==> src/rtl/matrix_stream_packer_pkg.sv <==
// Shared constants and state encoding for the matrix stream packer.
package matrix_stream_packer_pkg;

    localparam int ELEM_W   = 8;
    localparam int N        = 4;
    localparam int NUM_ELEM = N * N;
    localparam int MAT_W    = NUM_ELEM * ELEM_W;
    localparam int CNT_W    = $clog2(NUM_ELEM + 1);

    typedef enum logic [1:0] {
        IDLE    = 2'd0,
        LOAD    = 2'd1,
        PRESENT = 2'd2
    } state_t;

endpackage

==> src/rtl/matrix_stream_packer_if.sv <==
// Element stream in, packed matrix out, plus status and FSM debug state.
//
// Handshake: a transfer happens on a rising clock edge where valid and ready
// are both high. The sender holds valid and its payload steady until that
// edge; ready may be asserted independently of valid.
interface matrix_stream_packer_if
    import matrix_stream_packer_pkg::state_t;
#(
    parameter int ELEM_W = matrix_stream_packer_pkg::ELEM_W,
    parameter int N      = matrix_stream_packer_pkg::N
);
    localparam int NUM_ELEM = N * N;
    localparam int MAT_W    = NUM_ELEM * ELEM_W;
    localparam int CNT_W    = $clog2(NUM_ELEM + 1);

    logic              in_valid;
    logic              in_ready;
    logic [ELEM_W-1:0] in_data;
    logic              in_last;
    logic              abort;
    logic              mat_valid;
    logic              mat_ready;
    logic [MAT_W-1:0]  mat_data;
    logic [CNT_W-1:0]  count;
    logic              err;
    state_t            state;

    modport master (
        output in_valid, in_data, in_last, abort, mat_ready,
        input  in_ready, mat_valid, mat_data, count, err, state
    );

    modport slave (
        input  in_valid, in_data, in_last, abort, mat_ready,
        output in_ready, mat_valid, mat_data, count, err, state
    );

endinterface

==> src/rtl/matrix_stream_packer.sv <==
// Collects N*N signed elements (row-major) into one packed matrix word and
// presents it downstream; framing errors and aborts drop the partial matrix.
module matrix_stream_packer
    import matrix_stream_packer_pkg::state_t,
           matrix_stream_packer_pkg::IDLE,
           matrix_stream_packer_pkg::LOAD,
           matrix_stream_packer_pkg::PRESENT;
#(
    parameter int ELEM_W = matrix_stream_packer_pkg::ELEM_W,
    parameter int N      = matrix_stream_packer_pkg::N
) (
    input  logic                 clk,
    input  logic                 reset,
    matrix_stream_packer_if.slave bus
);

    localparam int NUM_ELEM = N * N;
    localparam int MAT_W    = NUM_ELEM * ELEM_W;
    localparam int CNT_W    = $clog2(NUM_ELEM + 1);
    localparam logic [CNT_W-1:0] LAST_IDX = CNT_W'(NUM_ELEM - 1);

    state_t            state_q;
    logic [CNT_W-1:0]  count_q;
    logic [MAT_W-1:0]  data_q;
    logic              mat_valid_q;
    logic              in_ready_q;
    logic              err_q;

    logic accept;
    logic handoff;
    logic [CNT_W-1:0] count_d;

    assign accept  = bus.in_valid & in_ready_q;
    assign handoff = mat_valid_q & bus.mat_ready;
    assign count_d = count_q + 1'b1;

    // Single FSM: element capture, framing checks, presentation and handoff.
    always_ff @(posedge clk) begin
        if (reset) begin
            state_q     <= IDLE;
            count_q     <= '0;
            data_q      <= '0;
            mat_valid_q <= 1'b0;
            in_ready_q  <= 1'b1;
            err_q       <= 1'b0;
        end else begin
            err_q <= 1'b0;
            if (bus.abort) begin
                // Abort beats any accept or handoff in the same cycle.
                state_q     <= IDLE;
                count_q     <= '0;
                mat_valid_q <= 1'b0;
                in_ready_q  <= 1'b1;
            end else begin
                unique case (state_q)
                    IDLE: begin
                        if (accept) begin
                            // First element lands in the top slot; the rest start at zero.
                            data_q <= {bus.in_data, {(MAT_W-ELEM_W){1'b0}}};
                            if (bus.in_last) begin
                                err_q   <= 1'b1;
                                count_q <= '0;
                            end else begin
                                count_q <= CNT_W'(1);
                                state_q <= LOAD;
                            end
                        end
                    end
                    LOAD: begin
                        if (accept) begin
                            for (int k = 1; k < NUM_ELEM; k++) begin
                                if (count_q == CNT_W'(k)) begin
                                    data_q[MAT_W-1-ELEM_W*k -: ELEM_W] <= bus.in_data;
                                end
                            end
                            if ((count_q == LAST_IDX) && bus.in_last) begin
                                state_q     <= PRESENT;
                                count_q     <= count_d;
                                mat_valid_q <= 1'b1;
                                in_ready_q  <= 1'b0;
                            end else if ((count_q == LAST_IDX) || bus.in_last) begin
                                // in_last on the wrong element: drop the matrix.
                                err_q   <= 1'b1;
                                count_q <= '0;
                                state_q <= IDLE;
                            end else begin
                                count_q <= count_d;
                            end
                        end
                    end
                    PRESENT: begin
                        if (handoff) begin
                            state_q     <= IDLE;
                            count_q     <= '0;
                            mat_valid_q <= 1'b0;
                            in_ready_q  <= 1'b1;
                        end
                    end
                    default: begin
                        state_q     <= IDLE;
                        count_q     <= '0;
                        mat_valid_q <= 1'b0;
                        in_ready_q  <= 1'b1;
                    end
                endcase
            end
        end
    end

    assign bus.in_ready  = in_ready_q;
    assign bus.mat_valid = mat_valid_q;
    assign bus.mat_data  = data_q;
    assign bus.count     = count_q;
    assign bus.err       = err_q;
    assign bus.state     = state_q;

endmodule

==> src/flat_wrapper.sv <==
// flat-port wrapper written by rule: the top's interface ports become plain ports
module matrix_stream_packer_flat import matrix_stream_packer_pkg::state_t,
           matrix_stream_packer_pkg::IDLE,
           matrix_stream_packer_pkg::LOAD,
           matrix_stream_packer_pkg::PRESENT;
#(
    parameter int ELEM_W = matrix_stream_packer_pkg::ELEM_W,
    parameter int N      = matrix_stream_packer_pkg::N
)
  (clk, reset, bus_in_valid, bus_in_data, bus_in_last, bus_abort, bus_mat_ready, bus_in_ready, bus_mat_valid, bus_mat_data, bus_count, bus_err, bus_state);
  matrix_stream_packer_if #(.ELEM_W(ELEM_W), .N(N)) bus_i ();
  input  logic clk;
  input  logic reset;
  input wire logic [$bits(bus_i.in_valid)-1:0] bus_in_valid;
  input wire logic [$bits(bus_i.in_data)-1:0] bus_in_data;
  input wire logic [$bits(bus_i.in_last)-1:0] bus_in_last;
  input wire logic [$bits(bus_i.abort)-1:0] bus_abort;
  input wire logic [$bits(bus_i.mat_ready)-1:0] bus_mat_ready;
  output wire logic [$bits(bus_i.in_ready)-1:0] bus_in_ready;
  output wire logic [$bits(bus_i.mat_valid)-1:0] bus_mat_valid;
  output wire logic [$bits(bus_i.mat_data)-1:0] bus_mat_data;
  output wire logic [$bits(bus_i.count)-1:0] bus_count;
  output wire logic [$bits(bus_i.err)-1:0] bus_err;
  output wire logic [$bits(bus_i.state)-1:0] bus_state;
  assign bus_i.in_valid = bus_in_valid;
  assign bus_i.in_data = bus_in_data;
  assign bus_i.in_last = bus_in_last;
  assign bus_i.abort = bus_abort;
  assign bus_i.mat_ready = bus_mat_ready;
  assign bus_in_ready = bus_i.in_ready;
  assign bus_mat_valid = bus_i.mat_valid;
  assign bus_mat_data = bus_i.mat_data;
  assign bus_count = bus_i.count;
  assign bus_err = bus_i.err;
  assign bus_state = bus_i.state;
  matrix_stream_packer #(.ELEM_W(ELEM_W), .N(N)) u_core (.clk(clk), .reset(reset), .bus(bus_i));
endmodule
==> config.mk <==
export PLATFORM = sky130hd
export DESIGN_NAME = matrix_stream_packer_flat
export DESIGN_NICKNAME = d
export VERILOG_FILES = /design/src/rtl/matrix_stream_packer_pkg.sv /design/src/rtl/matrix_stream_packer_if.sv /design/src/rtl/matrix_stream_packer.sv /design/src/flat_wrapper.sv
export SDC_FILE = /design/constraint.sdc
export NUM_CORES = 1
export LEC_CHECK = 0
export BUFFER_PORTS_ARGS = -buffer_cell sky130_fd_sc_hd__buf_2
export CORE_UTILIZATION = 35
export DETAILED_ROUTE_END_ITERATION = 10
export PLACE_DENSITY = 0.53
export REMOVE_ABC_BUFFERS = 1
export SLEW_MARGIN = 20
export SYNTH_ARGS = -nofsm -noshare
export SYNTH_HDL_FRONTEND = slang
export SYNTH_SLANG_ARGS = --single-unit
==> constraint.sdc <==
create_clock -name clk -period 2.5 [get_ports clk]
set_input_delay 0.625 -clock clk [delete_from_list [all_inputs] [get_ports clk]]
set_output_delay 0.625 -clock clk [all_outputs]
set_load 0.05 [all_outputs]
* Word level (Yosys, flattened, before mapping)
Cells that the tools add are included.
** Cells by class
- Add/sub/neg operators :: 1
- Equality and inequality tests :: 38
- Muxes and demuxes :: 46
- Bitwise gates (word level) :: 4
- Reduce and logical (&&, ||, !) cells :: 24
** Operators by type and width (number)
- $mux W120 :: 2
- $pmux W120 S2 :: 1
- $mux W8 :: 15
- $reduce_and A5 Y1 :: 16
- $eq A5 B4 Y1 const B :: 8
- $ne A2 B1 Y1 const B :: 19
- $mux W5 :: 5
- $eq A5 B3 Y1 const B :: 4
- $pmux W5 S3 :: 1
- $mux W1 :: 12
- $mux W2 :: 6
- $eq A5 B2 Y1 const B :: 2
- $pmux W1 S3 :: 2
- $pmux W2 S3 :: 1
- $reduce_and A3 Y1 :: 2
- $add A5 B1 Y5 const B :: 1
- $eq A5 B1 Y1 const B :: 1
- $reduce_and A4 Y1 :: 1
- $ne A3 B1 Y1 const B :: 1
- $and A1 B1 Y1 :: 2
- $eq A2 B1 Y1 const B :: 1
- $eq A2 B2 Y1 const B :: 1
- $logic_not A2 Y1 :: 1
- $ne A2 B2 Y1 const B :: 1
- other kinds (6) :: 7
** Storage, ports and cells
- Flip-flop bits (word level) :: 138
- Bits of input ports :: 14

* Depth between registers and ports, before layout
- Word-level depth :: 6
- Gate-level depth with buffers :: 10

* Worst setup path after synthesis
No wires, ideal clock.
- Path type :: register to register
- Start point :: register u_core.count_q[3], in the netlist u_core.bus.count[3]
- End point :: register u_core.count_q[0], in the netlist u_core.bus.count[0]
- Setup time :: 0.126 ns
- Data arrival time :: 2.371 ns
- Required time :: 2.374 ns
- Path slack :: 0.003 ns
- Stages on the path, launching flop included :: 11
- Clock period less this slack :: 2.497 ns
- Path through :: dfxtp_1 > buf_2 > buf_2 > and3_1 > ha_1 > inv_1 > ha_1 > or2_2 > clkbuf_1 > a31oi_1 > o32ai_1
** On the way
- Longest elaborated chain between the ends :: 6
** RTL lines
- start: declaration :: RTL line matrix_stream_packer.sv:23 : logic [CNT_W-1:0] count_q;
- start signal: assignment :: RTL line matrix_stream_packer.sv:78 : count_q <= count_d;
- start signal: assignment :: RTL line matrix_stream_packer.sv:87 : count_q <= count_d;
- $eq A5 B4 Y1 (*) :: RTL line matrix_stream_packer.sv:76, matrix_stream_packer.sv:81
- $logic_or A1 B1 Y1 :: RTL line matrix_stream_packer.sv:81 : end else if ((count_q == LAST_IDX) || bus.in_last) begin
- $mux W5 :: RTL line matrix_stream_packer.sv:81
- $mux W5 (*) :: RTL line matrix_stream_packer.sv:76 : if ((count_q == LAST_IDX) && bus.in_last) begin
- $mux W5 (*) :: RTL line matrix_stream_packer.sv:70 : if (accept) begin
- $pmux W5 S3 (*) :: RTL line matrix_stream_packer.sv:55 : unique case (state_q)
Mark *: on every way between the ends. The rest lies on a longest branch, timed or not. The select of a mux whose other input is x is not followed.
A chain may end at the register's enable or synchronous reset.

* Final worst setup path
- Start point :: register u_core.state_q[1], in the netlist u_core.bus.state[1]
- End point :: output port bus_state[1]
** RTL lines
- start: declaration :: RTL line matrix_stream_packer.sv:22 : state_t state_q;
- start signal: assignment :: RTL line matrix_stream_packer.sv:40 : state_q <= IDLE;
- start signal: assignment :: RTL line matrix_stream_packer.sv:50 : state_q <= IDLE;
- start signal: assignment :: RTL line matrix_stream_packer.sv:65 : state_q <= LOAD;
- end: declaration :: RTL line flat_wrapper.sv:24 : output wire logic [$bits(bus_i.state)-1:0] bus_state;
No word-level cell between the ends.

==> results list <==
* Crit start category: flip-flop
- Initial standard-cell utilization of the core: 36.36%
* Setup repair after global routing missed its margin: no
- dfxtp_1 takes more of the synthesized area than any other cell.
- CTS saw 138 sinks.
* Maximum buffer depth of the clock tree: 2
- Global-route wire length before repair: 28,600 microns
- Worst Clk Skew: 0.01132 ns
- The worst setup path is of the flip-flop to primary output kind.
* Number of rows in the core area: 46
- The number of hold violations in the final report was 0.
- Internal power consumption: 3.730 mW
* Worst hold-check slack: 0.4680 ns
- Summed over all cells, the static leakage comes to 2.984 nW.
* Number of antenna violations at the first check in global routing: 0
* Clock network latency to the later pin of the worst-skew pair: 0.43 ns
- Of the total synthesized cell area, the portion taken by full adders, half adders and majority gates is 1.708%.
- Proportion of register bits with asynchronous set or reset after synthesis: 0%
- The clock period could shrink to 2.270 ns.
* Estimated wirelength of the detail-placed design: 12,790 microns
* Area Growth Syn to Fin: 27.67%
- DRC marker count from the first detailed-route iteration: 361
* GR Overflow Total: 0
- Max-cap violations in this run came to 0.
* Synthesis-stage register bit count: 138
* Avg Synthesized Cell Area: 9.141 sq um
* Die area: 17,260 sq um
* Buffers added on ports: 151
* Switching Share: 24.20%
* Number of warnings reported in the yosys synthesis log: 0
- The congestion estimate from routability-driven global placement came to 0.8427.
- PostCTS Resize Cnt: 0
- Die W: 131.4 microns
- In this design, the stage delay of the slowest critical-path cell is 0.70 ns.
* Area of the mapped netlist: 5859 sq um
- Synthesis handed over a netlist of 641 instances.
- Worst Reg-to-Reg Cells: 8
* Number of buffer and inverter instances along the worst setup path: 2
- Of the synthesized area, sequential elements account for 47.15%.
* Slew margin rel.: 43.30%
- The worst setup path is captured at a primary output.
- Post-cts hold buffer count: 0
- Area share of the leading cell type in the synthesized netlist: 47.15%
* Switching power: 1.191 mW
- Top Ports: 152
- The share of total power dissipated in the clock network is 48.8%.
* Peak clock frequency supported by timing: 0.4406 GHz
- Global routing usage summed across all routing layers: 21.30%
* Compound-Gate Fraction of Synth Area: 22.93%
* Number of H-tree levels: 4
- Critical path, cell by cell: buf_4 > buf_2
- Endpoint arrival time on the critical path: 1.64 ns
* Worst hold path class: flip-flop to flip-flop
- Vias in the first global route: 5,184
- Pin count of the biggest net entering global routing: 81
* Clock root buffer: clkbuf_16
- Cell type group with the largest total delay on the critical path: flip-flops
- Per report_power, the sequential group accounts for 45.3% of the total.
- Cell variety after synth: 46
* Cell types with the largest area share after synthesis: dfxtp_1 (47%), o32ai_1 (14%), inv_1 (6.3%), nand3_1 (3.7%), a21oi_1 (3.5%)
- In the final layout, the share of cells above drive strength 1 is 29.68%.
- Combinational cells account for 6.0% of the total power.
- Vias: 5,477
- Most common flop cell mapped by yosys: dfxtp_1
- Measured against the total synthesized area, the mux share comes to 0.3417%.
- Fin. max-slew vios: 0
* Maximum vdd drop: 0.4860 mV
- Clock transition at the register clock pins on the worst setup and hold paths after CTS: 0.06 ns
- CP max stage cell: dfxtp_1
- The first detailed-routing pass ran for 5 iterations.
- Number of nets in the finished design: 812
* Xor/xnor share of the synthesized area: 0%
- Along the worst path, the maximum fanout reaches 16.
* Number of enable flip-flop cells after synthesis: 0
- # setup viols final: 0
- Status: complete, no violations
* Share of synthesized cell area in and, or, nand and nor gates: 16.98%
* Standard cell core area: 16,120 sq um
* Final Cycle Share: 90.79%
* ANT nets after route: 0
* Depth of the critical timing path with buffers and inverters included: 2
* Number of inserted diodes: 0
- The number of clock buffers added by TritonCTS is 17.
* TritonCTS clock tree: built
* Dominant combinational cell family by area after synthesis: compound AO/OA/AOI/OAI gates
- In the layout the commonest cells are buf_2 (150), dfxtp_1 (137), inv_1 (98).
- Routed WL per cell: 18.01 microns
- In the routed design, unresolved DRC markers number 0.
- Worst-Margin Slew: 0.8505 ns
- Sum of negative setup slack: 0 ns
* Most common library cell in the layout ignoring fill and taps: buf_2
- Data required time of the worst path: 1.88 ns
* Post-CTS Setup Inserts: 0
- In this run the vertical extent of the chip is 131.4 microns.
- Cells fill 46.42% of the core in the end.
- Pwr/cell area: 657.8 nW/um^2
- Filler cell count in the final layout: 1,590
- Hold path cells: 2
* Via count normalized by instance count: 5.380
- Summed over all layers, the routed wires come to 18,340 microns.
[layout make-up]
type	instances	area [sq um]	share of cell area [%]
clock buffers	17	425.4	5.687
repair buffers	190	1051	14.05
flip-flops and latches	138	2764	36.95
multi-input cells	344	2466	32.97
inverters	99	371.6	4.967
well taps	216	270.3	3.613
clock inverters	14	132.6	1.773
[cell usage after synthesis, types with 7 or more instances]
cell type	instances
ha_1	8
buf_2	15
a22oi_1	10
o21ai_0	18
nor2_1	10
nor4bb_1	7
nand3_1	43
a21oi_1	41
dfxtp_1	138
inv_1	98
nand4bb_1	7
nand4_1	18
nand2_1	18
and3b_1	11
o32ai_1	92
clkbuf_1	38
a31oi_1	11
[per-stage QoR]
| stage | instances | setup slack [ns] | power, mW | cell area, sq um |
|---|---|---|---|---|
| 6_report | 1018 | 0.2303 | 4.921 | 7481 |
| 5_1_grt | 1018 | 0.1434 | 5.086 | 7481 |
| 4_1_cts | 1018 | 0.2057 | 4.968 | 7481 |
| 3_5_place_dp | 987 | 0.4509 | 2.566 | 6923 |
| 3_3_place_gp | 987 | 0.5361 | 2.562 | 6923 |
| 2_1_floorplan | 581 | -0.5624 | 2.430 | 5593 |
[state kept, by name (all words and copies together) (netlist names)]
name                  count
u_core.bus.count          5
u_core.bus.mat_valid      1
u_core.bus.state          2
u_core.bus.mat_data     128
u_core.bus.err            1
u_core.bus.in_ready       1
[worst reg2reg max path, stage by stage (launching register included)]
cell and delay [ns]:
dfxtp_1 0.43, ha_1 0.21, and3_1 0.16, ha_1 0.25, inv_1 0.07, ha_1 0.19
or2_2 0.36, a31oi_1 0.18, o32ai_1 0.10
[metal layers]
metal / up-vias / track usage, % / routed length (microns)
li1: 2661 / - / -
met1: 2619 / 27.18 / 8207
met2: 169 / 34.52 / 8772
met3: 28 / 4.861 / 961
met4: 0 / 8.850 / 398
met5: - / 0 / 0
[worst paths after layout]
check                                              from                      end  slack (ns)
worst max register to register      u_core.bus.count[1]      u_core.bus.count[0]        0.42
worst min-delay path            u_core.bus.mat_data[78]  u_core.bus.mat_data[78]        0.47
worst max-delay path                u_core.bus.state[1]             bus_state[1]        0.23
worst min register to register  u_core.bus.mat_data[78]  u_core.bus.mat_data[78]        0.47
[power by group through the flow]
stage | clock network (mW) | logic (mW) | registers (mW)
after floorplan | 0 | 0.0973 | 2.33
after global placement | 0 | 0.288 | 2.27
after detailed placement | 0 | 0.291 | 2.28
after CTS | 2.45 | 0.292 | 2.23
after global routing | 2.54 | 0.316 | 2.23
final | 2.40 | 0.294 | 2.23
[logic make-up after synthesis]
| logic type | Yosys count |
|---|---|
| AOI/OAI and AO/OA | 184 |
| and+or+nand+nor | 150 |
| DFF | 138 |
| buffers and inverters | 159 |
| muxes | 2 |
| adders and majority gates | 8 |
Note: power is estimated with default switching activity, not from simulation.
